`config.mk`:
```
export PLATFORM = sky130hd
export DESIGN_NAME = mul_seq
export DESIGN_NICKNAME = d
export VERILOG_FILES = /design/src/rtl/mul_seq.sv
export SDC_FILE = /design/constraint.sdc
export NUM_CORES = 1
export LEC_CHECK = 0
export CAP_MARGIN = 20
export CORE_UTILIZATION = 50
export DETAILED_ROUTE_END_ITERATION = 10
export PLACE_DENSITY_LB_ADDON = 0.25
export SETUP_SLACK_MARGIN = 0.15
export SLEW_MARGIN = 40
export SYNTH_ARGS = -nofsm -noshare
export SYNTH_HDL_FRONTEND = slang
export SYNTH_SLANG_ARGS = --single-unit
```
`constraint.sdc`:
```
create_clock -name clk -period 11.82 [get_ports clk]
set_input_delay 2.955 -clock clk [delete_from_list [all_inputs] [get_ports clk]]
set_output_delay 2.955 -clock clk [all_outputs]
set_load 0.01 [all_outputs]
```
`src/rtl/mul_seq.sv`:
```
// Iterative RV32M multiplier (MUL/MULH/MULHSU/MULHU); optional zero-operand bypass under MUL_ZERO_BYPASS_EN.
// Latency: done 35 cycles after the accepting start (1 cycle when bypassed); start is ignored while busy.

// 32-bit ripple-style adder shared by accumulation and sign fix-up.
// Latency: combinational.
// Backpressure: none.
module adder (
    input  logic [31:0] x,
    input  logic [31:0] y,
    input  logic        cin,
    output logic [31:0] sum,
    output logic        cout
);
    assign {cout, sum} = {1'b0, x} + {1'b0, y} + {32'b0, cin};
endmodule

// Shift-add multiplier: one partial product per cycle, then two negation passes.
// Latency: start in cycle 0, busy cycles 1-34, done pulse cycle 35.
// Backpressure: start is only accepted in IDLE or DONE; otherwise dropped.
module mul_seq (
    input  logic        clk,
    input  logic        rst_n,
    input  logic        start,
    input  logic [1:0]  funct,
    input  logic [31:0] a,
    input  logic [31:0] b,
    output logic        busy,
    output logic        done,
    output logic [31:0] result
);
    typedef enum logic [2:0] {IDLE, CALC, NEG_LO, NEG_HI, DONE} state_t;

    state_t      state;
    logic        c;
    logic [31:0] hi;
    logic [31:0] lo;
    logic [31:0] ma;
    logic [4:0]  cnt;
    logic        neg;
    logic        is_mul;

    logic        accept;
    logic        sa;
    logic        sb;
    logic [31:0] ma_in;
    logic [31:0] mb_in;

    logic [31:0] add_x;
    logic [31:0] add_y;
    logic        add_cin;
    logic [31:0] add_sum;
    logic        add_cout;

    assign accept = start && (state == IDLE || state == DONE);
    assign sa     = a[31] && (funct == 2'b01 || funct == 2'b10);
    assign sb     = b[31] && (funct == 2'b01);
    assign ma_in  = sa ? (~a + 32'd1) : a;
    assign mb_in  = sb ? (~b + 32'd1) : b;

    // Single adder; operands steered by state.
    always_comb begin
        add_x   = hi;
        add_y   = 32'd0;
        add_cin = 1'b0;
        case (state)
            CALC: begin
                add_x = hi;
                add_y = lo[0] ? ma : 32'd0;
            end
            NEG_LO: begin
                add_x   = lo ^ {32{neg}};
                add_cin = neg;
            end
            NEG_HI: begin
                add_x   = hi ^ {32{neg}};
                add_cin = neg & c;
            end
            default: ;
        endcase
    end

    adder u_adder (
        .x    (add_x),
        .y    (add_y),
        .cin  (add_cin),
        .sum  (add_sum),
        .cout (add_cout)
    );

    always_ff @(posedge clk) begin
        if (!rst_n) begin
            state  <= IDLE;
            c      <= 1'b0;
            hi     <= 32'd0;
            lo     <= 32'd0;
            ma     <= 32'd0;
            cnt    <= 5'd0;
            neg    <= 1'b0;
            is_mul <= 1'b0;
            busy   <= 1'b0;
            done   <= 1'b0;
            result <= 32'd0;
        end else if (accept) begin
            c      <= 1'b0;
            hi     <= 32'd0;
            lo     <= mb_in;
            ma     <= ma_in;
            cnt    <= 5'd0;
            neg    <= sa ^ sb;
            is_mul <= (funct == 2'b00);
`ifdef MUL_ZERO_BYPASS_EN
            if (a == 32'd0 || b == 32'd0) begin
                state  <= DONE;
                busy   <= 1'b0;
                done   <= 1'b1;
                result <= 32'd0;
            end else begin
                state <= CALC;
                busy  <= 1'b1;
                done  <= 1'b0;
            end
`else
            state <= CALC;
            busy  <= 1'b1;
            done  <= 1'b0;
`endif
        end else begin
            case (state)
                CALC: begin
                    c   <= 1'b0;
                    hi  <= {add_cout, add_sum[31:1]};
                    lo  <= {add_sum[0], lo[31:1]};
                    cnt <= cnt + 5'd1;
                    if (cnt == 5'd31) state <= NEG_LO;
                end
                NEG_LO: begin
                    lo    <= add_sum;
                    c     <= add_cout;
                    state <= NEG_HI;
                end
                NEG_HI: begin
                    hi     <= add_sum;
                    result <= is_mul ? lo : add_sum;
                    state  <= DONE;
                    busy   <= 1'b0;
                    done   <= 1'b1;
                end
                DONE: begin
                    state <= IDLE;
                    done  <= 1'b0;
                end
                default: state <= IDLE;
            endcase
        end
    end
endmodule
```
* Word level (Yosys, flattened, before mapping)
Index checks and enable logic that the tools add are counted.
** Cells by class
- Muxes and demuxes :: 17
- Reductions and logical operators :: 14
- Equal/unequal tests :: 9
- Bitwise gates (word level) :: 8
- Add/subtract/negate cells :: 5
** Operators by type and width (count)
- $mux W32 :: 6
- $pmux W32 S2 :: 3
- $add A32 B1 Y32 const B :: 2
- $not A32 Y32 :: 2
- $xor A32 B32 Y32 :: 2
- $add A32 B32 Y33 :: 1
- $add A33 B1 Y33 :: 1
- $pmux W3 S3 :: 1
- $reduce_bool A2 Y1 :: 4
- $eq A3 B2 Y1 const B :: 2
- $pmux W1 S2 :: 3
- $add A5 B1 Y5 const B :: 1
- $eq A5 B5 Y1 const B :: 1
- $eq A3 B1 Y1 const B :: 1
- $eq A3 B3 Y1 const B :: 1
- $logic_and A1 B1 Y1 :: 3
- $logic_not A3 Y1 :: 1
- $mux W1 :: 3
- $mux W3 :: 1
- $ne A3 B3 Y1 const B :: 1
- $reduce_bool A3 Y1 :: 1
- $eq A2 B1 Y1 const B :: 1
- $eq A2 B2 Y1 const B :: 1
- $logic_not A2 Y1 :: 1
- other kinds (7) :: 9
** Word-level totals
- Logic and storage cells :: 65
- Output and inout port bits :: 34
- Flip-flop bits (word level) :: 141
- Input port bits :: 69

* Logic depth before layout (Yosys ltp)
- Depth in word-level cells :: 6
- Depth in mapped cells :: 19
- Depth with buffers taken out :: 17

* By module
A second synthesis with hierarchy kept.
** Second synthesis, totals
- Cells, all modules :: 1357
- Area total of the unflattened synthesis :: 10617.7 sq um
** By module, submodules not included
- mul_seq :: seq. area each 2822.7 sq um, times used 1, area an instance 8787.2 sq um, cells each 1099
- adder :: seq. area each 0.0 sq um, times used 1, area an instance 1830.5 sq um, cells each 258

* Worst setup path after synthesis
Ideal clock, no wire load.
- Kind :: input to register
- Start point :: in b[8]
- End point :: reg lo[25]
- Path buffers :: 1
- Setup time :: 0.128 ns
- Data required time :: 11.692 ns
- Data arrival time :: 5.118 ns
- Stages on the path :: 9
- Slack :: 6.574 ns
- Path through :: or4_4 > or3_4 > or4_4 > buf_6 > nor4_4 > a21oi_1 > xor2_1 > a221oi_2 > nor2_1
** On the way
- Cells in the longest elaborated chain, start to end :: 4
** Ends and longest elaborated chain
- start, declared :: RTL line 26 : input logic [31:0] b,
- $not A32 Y32 :: RTL line 58 : assign mb_in = sb ? (~b + 32'd1) : b;
- $add A32 B1 Y32 :: RTL line 58
- $mux W32 :: RTL line 58
- $mux W32 :: RTL line 103 : end else if (accept) begin
- end signal, assigned :: RTL line 106 : lo <= mb_in;
- end signal, assigned :: RTL line 132 : lo <= {add_sum[0], lo[31:1]};
- end signal, assigned :: RTL line 137 : lo <= add_sum;
- end, declared :: RTL line 36 : logic [31:0] lo;
Every way passes these cells.
A chain may end at the register's enable or synchronous reset.

* Final worst setup path
- Start point :: reg state[1]
- End point :: reg result[30]
** On the way
- Cells in the longest elaborated chain, start to end :: 5
- Elaborated cells between the ends (all ways) :: 15
- Those cells by class :: 2 x add/sub; 4 x eq/ne; 4 x mux; 1 x bitwise; 4 x reduce/logical
** Ends and longest elaborated chain
- start, declared :: RTL line 33 : state_t state;
- start signal, assigned :: RTL line 92 : state <= IDLE;
- start signal, assigned :: RTL line 123 : state <= CALC;
- start signal, assigned :: RTL line 134 : if (cnt == 5'd31) state <= NEG_LO;
- $eq A3 B2 Y1 (tied with other cells) :: RTL line 65, 128
- $pmux W32 S2 (tied with other cells) :: RTL line 65 : case (state)
- $add A32 B32 Y33 / $logic_and A1 B1 Y1 (equally long branches) :: RTL line 14, 54
- $add A33 B1 Y33 / $not A1 Y1 (equally long branches)
- $mux W32 / $reduce_and A2 Y1 (equally long branches)
- end signal, assigned :: RTL line 143 : result <= is_mul ? lo : add_sum;
- end, declared :: RTL line 29 : output logic [31:0] result
Several ways; a longest one is shown, not always the timed one.

==> results.cfg <==
[worst_setup_path]
path_cells = buf_4 > inv_1 > nor2_4 > buf_4 > nand2_1 > a21boi_0 > o21ai_0 > a21oi_1 > fa_1 > inv_1 > fa_1 > a21oi_1 > o221ai_1 > nand2_1 > o2111ai_1 > nand3_1 > a21oi_1 > mux2_2 > nor3_1
critPathLaunch = state[1]
crit_slowest_cell = a21oi_1
cp_num_buf_inv = 4
required_ps = 12180
cp-end-kind = register
criticalPathCategory = register to register
r2r_cells = 19
timing.rr.start = state[1]
cp-endpoint = result[30]
slowest_delay_ps = 570
cp.depth = 19
crit_family = compound AO/OA/AOI/OAI gates
cp_data_arrival_time_ps = 6310
path_max_fanout = 38
cp_common_cell = a21oi_1
start_kind = register
r2r_end = result[30]
regToRegSetupSlack_ps = 5860

[cts]
insertion_delay_ps = 430
post_cts_buffers = 0
cts.sinks = 141
cts-root-buf = clkbuf_16
htreeDepth = 4
cts.path.max_buffers = 2
cts_tree = yes
numCtsBuffers = 17
path_clk_slew_ps = 70
cts_hold_buffers = 0
ctsResizeCount = 0

[power]
switching_power_uw = 413.9
swShare = 0.3052
p_int_uw = 942.1
peakVddDrop_v = 0.00008459
clockPowerShare = 0.429
p_leak_nw = 4.527
p_seq_frac = 0.395
p_per_area_nw_per_um2 = 109.8
finalPower_mw = 1.356
power_frac_comb = 0.176

[finish]
antenna_cells = 0
final_net_count = 1573
syn_to_final_growth_pct = 16.17
nFillCells = 1931
regArea_sq_um = 2829
multi_input_comb_area_sq_um = 7311
layout-drive-gt1-share = 0.05480

[placement]
portBuffers = 102
hpwlAfterDp_mm = 23.30
gp_congestion = 0.8878

[global_route]
antenna_found_initial = 0
grt-ovfl-total = 0
grt_pass1_wl_mm = 53.88
grt_pass1_vias = 10516
grt_usage = 0.3090
grt_max_degree = 71

[sta]
slew_headroom = 0.4420
fin_crit_sh = 0.5039
worst_slew_pin_slew_ps = 830.6
slew_viol_final = 0
grt_setup_unrepaired = false
setup_viol = 0
setup_tns_ps = 0
period_needed_ps = 5957
skew_ps = 11.14
holdWs_ps = 445.9
max_freq_mhz = 167.9
hold_viol = 0

[logic_synthesis]
synthArstFlopShare = 0
syn_area_sq_um = 10630
synth_flop_cell = dfxtp_1
seq_area_frac_synth = 0.2656
syn-num-nets = 1547
synth.mux.area_fraction = 0.05674
synth_most_common_cell = a21oi_1
synthSimpleGateAreaFrac = 0.1985
synthCells = 1439
synth_cell_type_count = 64
synth_area_leaders = dfxtp_1 27%, a21oi_1 9.6%, mux2i_1 5.5%
synth_top_family_by_area = compound AO/OA/AOI/OAI gates
synthTopCellsByCount = 204 x a21oi_1, 141 x dfxtp_1, 131 x nand2_1, 131 x nor2_1
synth_compound_area_frac = 0.3152
synth_xor_area_frac = 0.06757
syn_avg_cell_area_sq_um = 7.386
ys_ff_latch = 141
synthAdderAreaFrac = 0.04732
yosysWarnings = 0
synth-edff-count = 0
netlist.area_leader.share = 0.2656
synth_top_cell_by_area = dfxtp_1

[routing]
wirelength_mm = 33.52
drt_drc_violations_left = 0
drt-initial-drc-count = 1003
postRouteAntennaNets = 0
viasPerCell = 6.403
routedWlPerCell_um = 19.18
via_count = 11193
dr.pass1.iters = 5

[floorplan]
die_area_sq_um = 21840
core_sq_um = 20560
start_util = 0.5170
rows = 52
die_width_um = 147.8
ios = 103
fp.dieH_um = 147.8

[min_path]
hp-class = register to register

[status]
outcome = complete, no violations

[job]
cap_violations = 0
-- registers in the layout, indices dropped and copies added (netlist names), 3 cells and up --
signal and flops:
cnt 5, hi 32, lo 32, ma 32, result 32, state 3
-- worst min path at each step --
stage / depth (start not counted) / to / start
after floorplan: 2 / ma[18] / ma[18]
after global placement: 2 / ma[16] / ma[16]
after detailed placement: 2 / ma[16] / ma[16]
after CTS: 2 / ma[16] / ma[16]
after global routing: 2 / ma[16] / ma[16]
final: 2 / ma[16] / ma[16]
-- metrics by stage --
stage	setup slack (ps)	instances	util	cell area, sq um
final	5863	1748	0.6006	12350
after global routing	5383	1748	0.6006	12350
after CTS	6038	1748	0.6004	12340
after detailed placement	5829	1716	0.5702	11720
after global placement	5916	1716	0.5697	11710
after floorplan	6574	1439	-	10630
-- worst min-delay path: stages (launching register included) --
cell and delay, ps:
dfxtp_1 300, nand2_1 50, a21oi_1 50
-- layout by cell type (no fill, tap or decap), drive strengths merged, types with 6 or more instances in the layout --
cell type / netlist / layout
or4: 11 / 11
ha: 37 / 37
a21oi: 204 / 204
or3: 7 / 7
nor3: 32 / 32
nand2: 131 / 131
nor4: 13 / 13
a221oi: 9 / 9
a21o: 11 / 11
a21boi: 7 / 7
o221ai: 7 / 7
nand3: 28 / 28
o211ai: 17 / 17
nand2b: 11 / 11
nor2: 131 / 131
and3: 40 / 40
dfxtp: 141 / 141
clkbuf: 102 / 19
a311oi: 7 / 7
a211oi: 40 / 40
nand4: 8 / 8
o21ai: 103 / 103
o211a: 7 / 7
inv: 23 / 30
clkdlybuf4s50: 0 / 102
mux2i: 58 / 58
o22a: 32 / 32
and2: 8 / 8
xnor2: 40 / 40
a31oi: 19 / 19
nor2b: 6 / 6
o31ai: 10 / 10
xor2: 42 / 42
o22ai: 34 / 34
buf: 12 / 19
-- kinds of logic (layout without fill, tap and decap cells) --
kind of cell,after synthesis,count (layout)
AOI/OAI and AO/OA,539,539
and+or+nand+nor,441,441
DFF,141,141
buffers and inverters,137,176
xor gates and xnor gates,82,82
muxes,60,60
adders and majority gates,39,39
-- metal layers --
metal	wire length (um)	track usage	up-vias
met3	1839	0.04352	83
met2	16510	0.5212	412
met1	13980	0.3890	5315
li1	-	-	5383
met4	1190	0.1423	0
met5	0	0	-
-- final cells by class --
| type | instances | share of cell area |
|---|---|---|
| Clock buffer | 19 | 0.03587 |
| Clock inverter | 13 | 0.01439 |
| Inverter | 23 | 0.006992 |
| Multi-Input combinational cell | 1161 | 0.5921 |
| Sequential cell | 141 | 0.2291 |
| Tap cell | 270 | 0.02736 |
| Timing Repair Buffer | 121 | 0.09423 |
-- power by group through the flow --
stage	registers (mW)	clock network [mW]	logic (mW)
final	0.536	0.582	0.239
after global placement	0.544	0	0.229
after detailed placement	0.545	0	0.234
after global routing	0.539	0.607	0.262
after CTS	0.534	0.584	0.235
after floorplan	0.531	0	0.161
No activity file was read; power rests on OpenSTA's default activity.
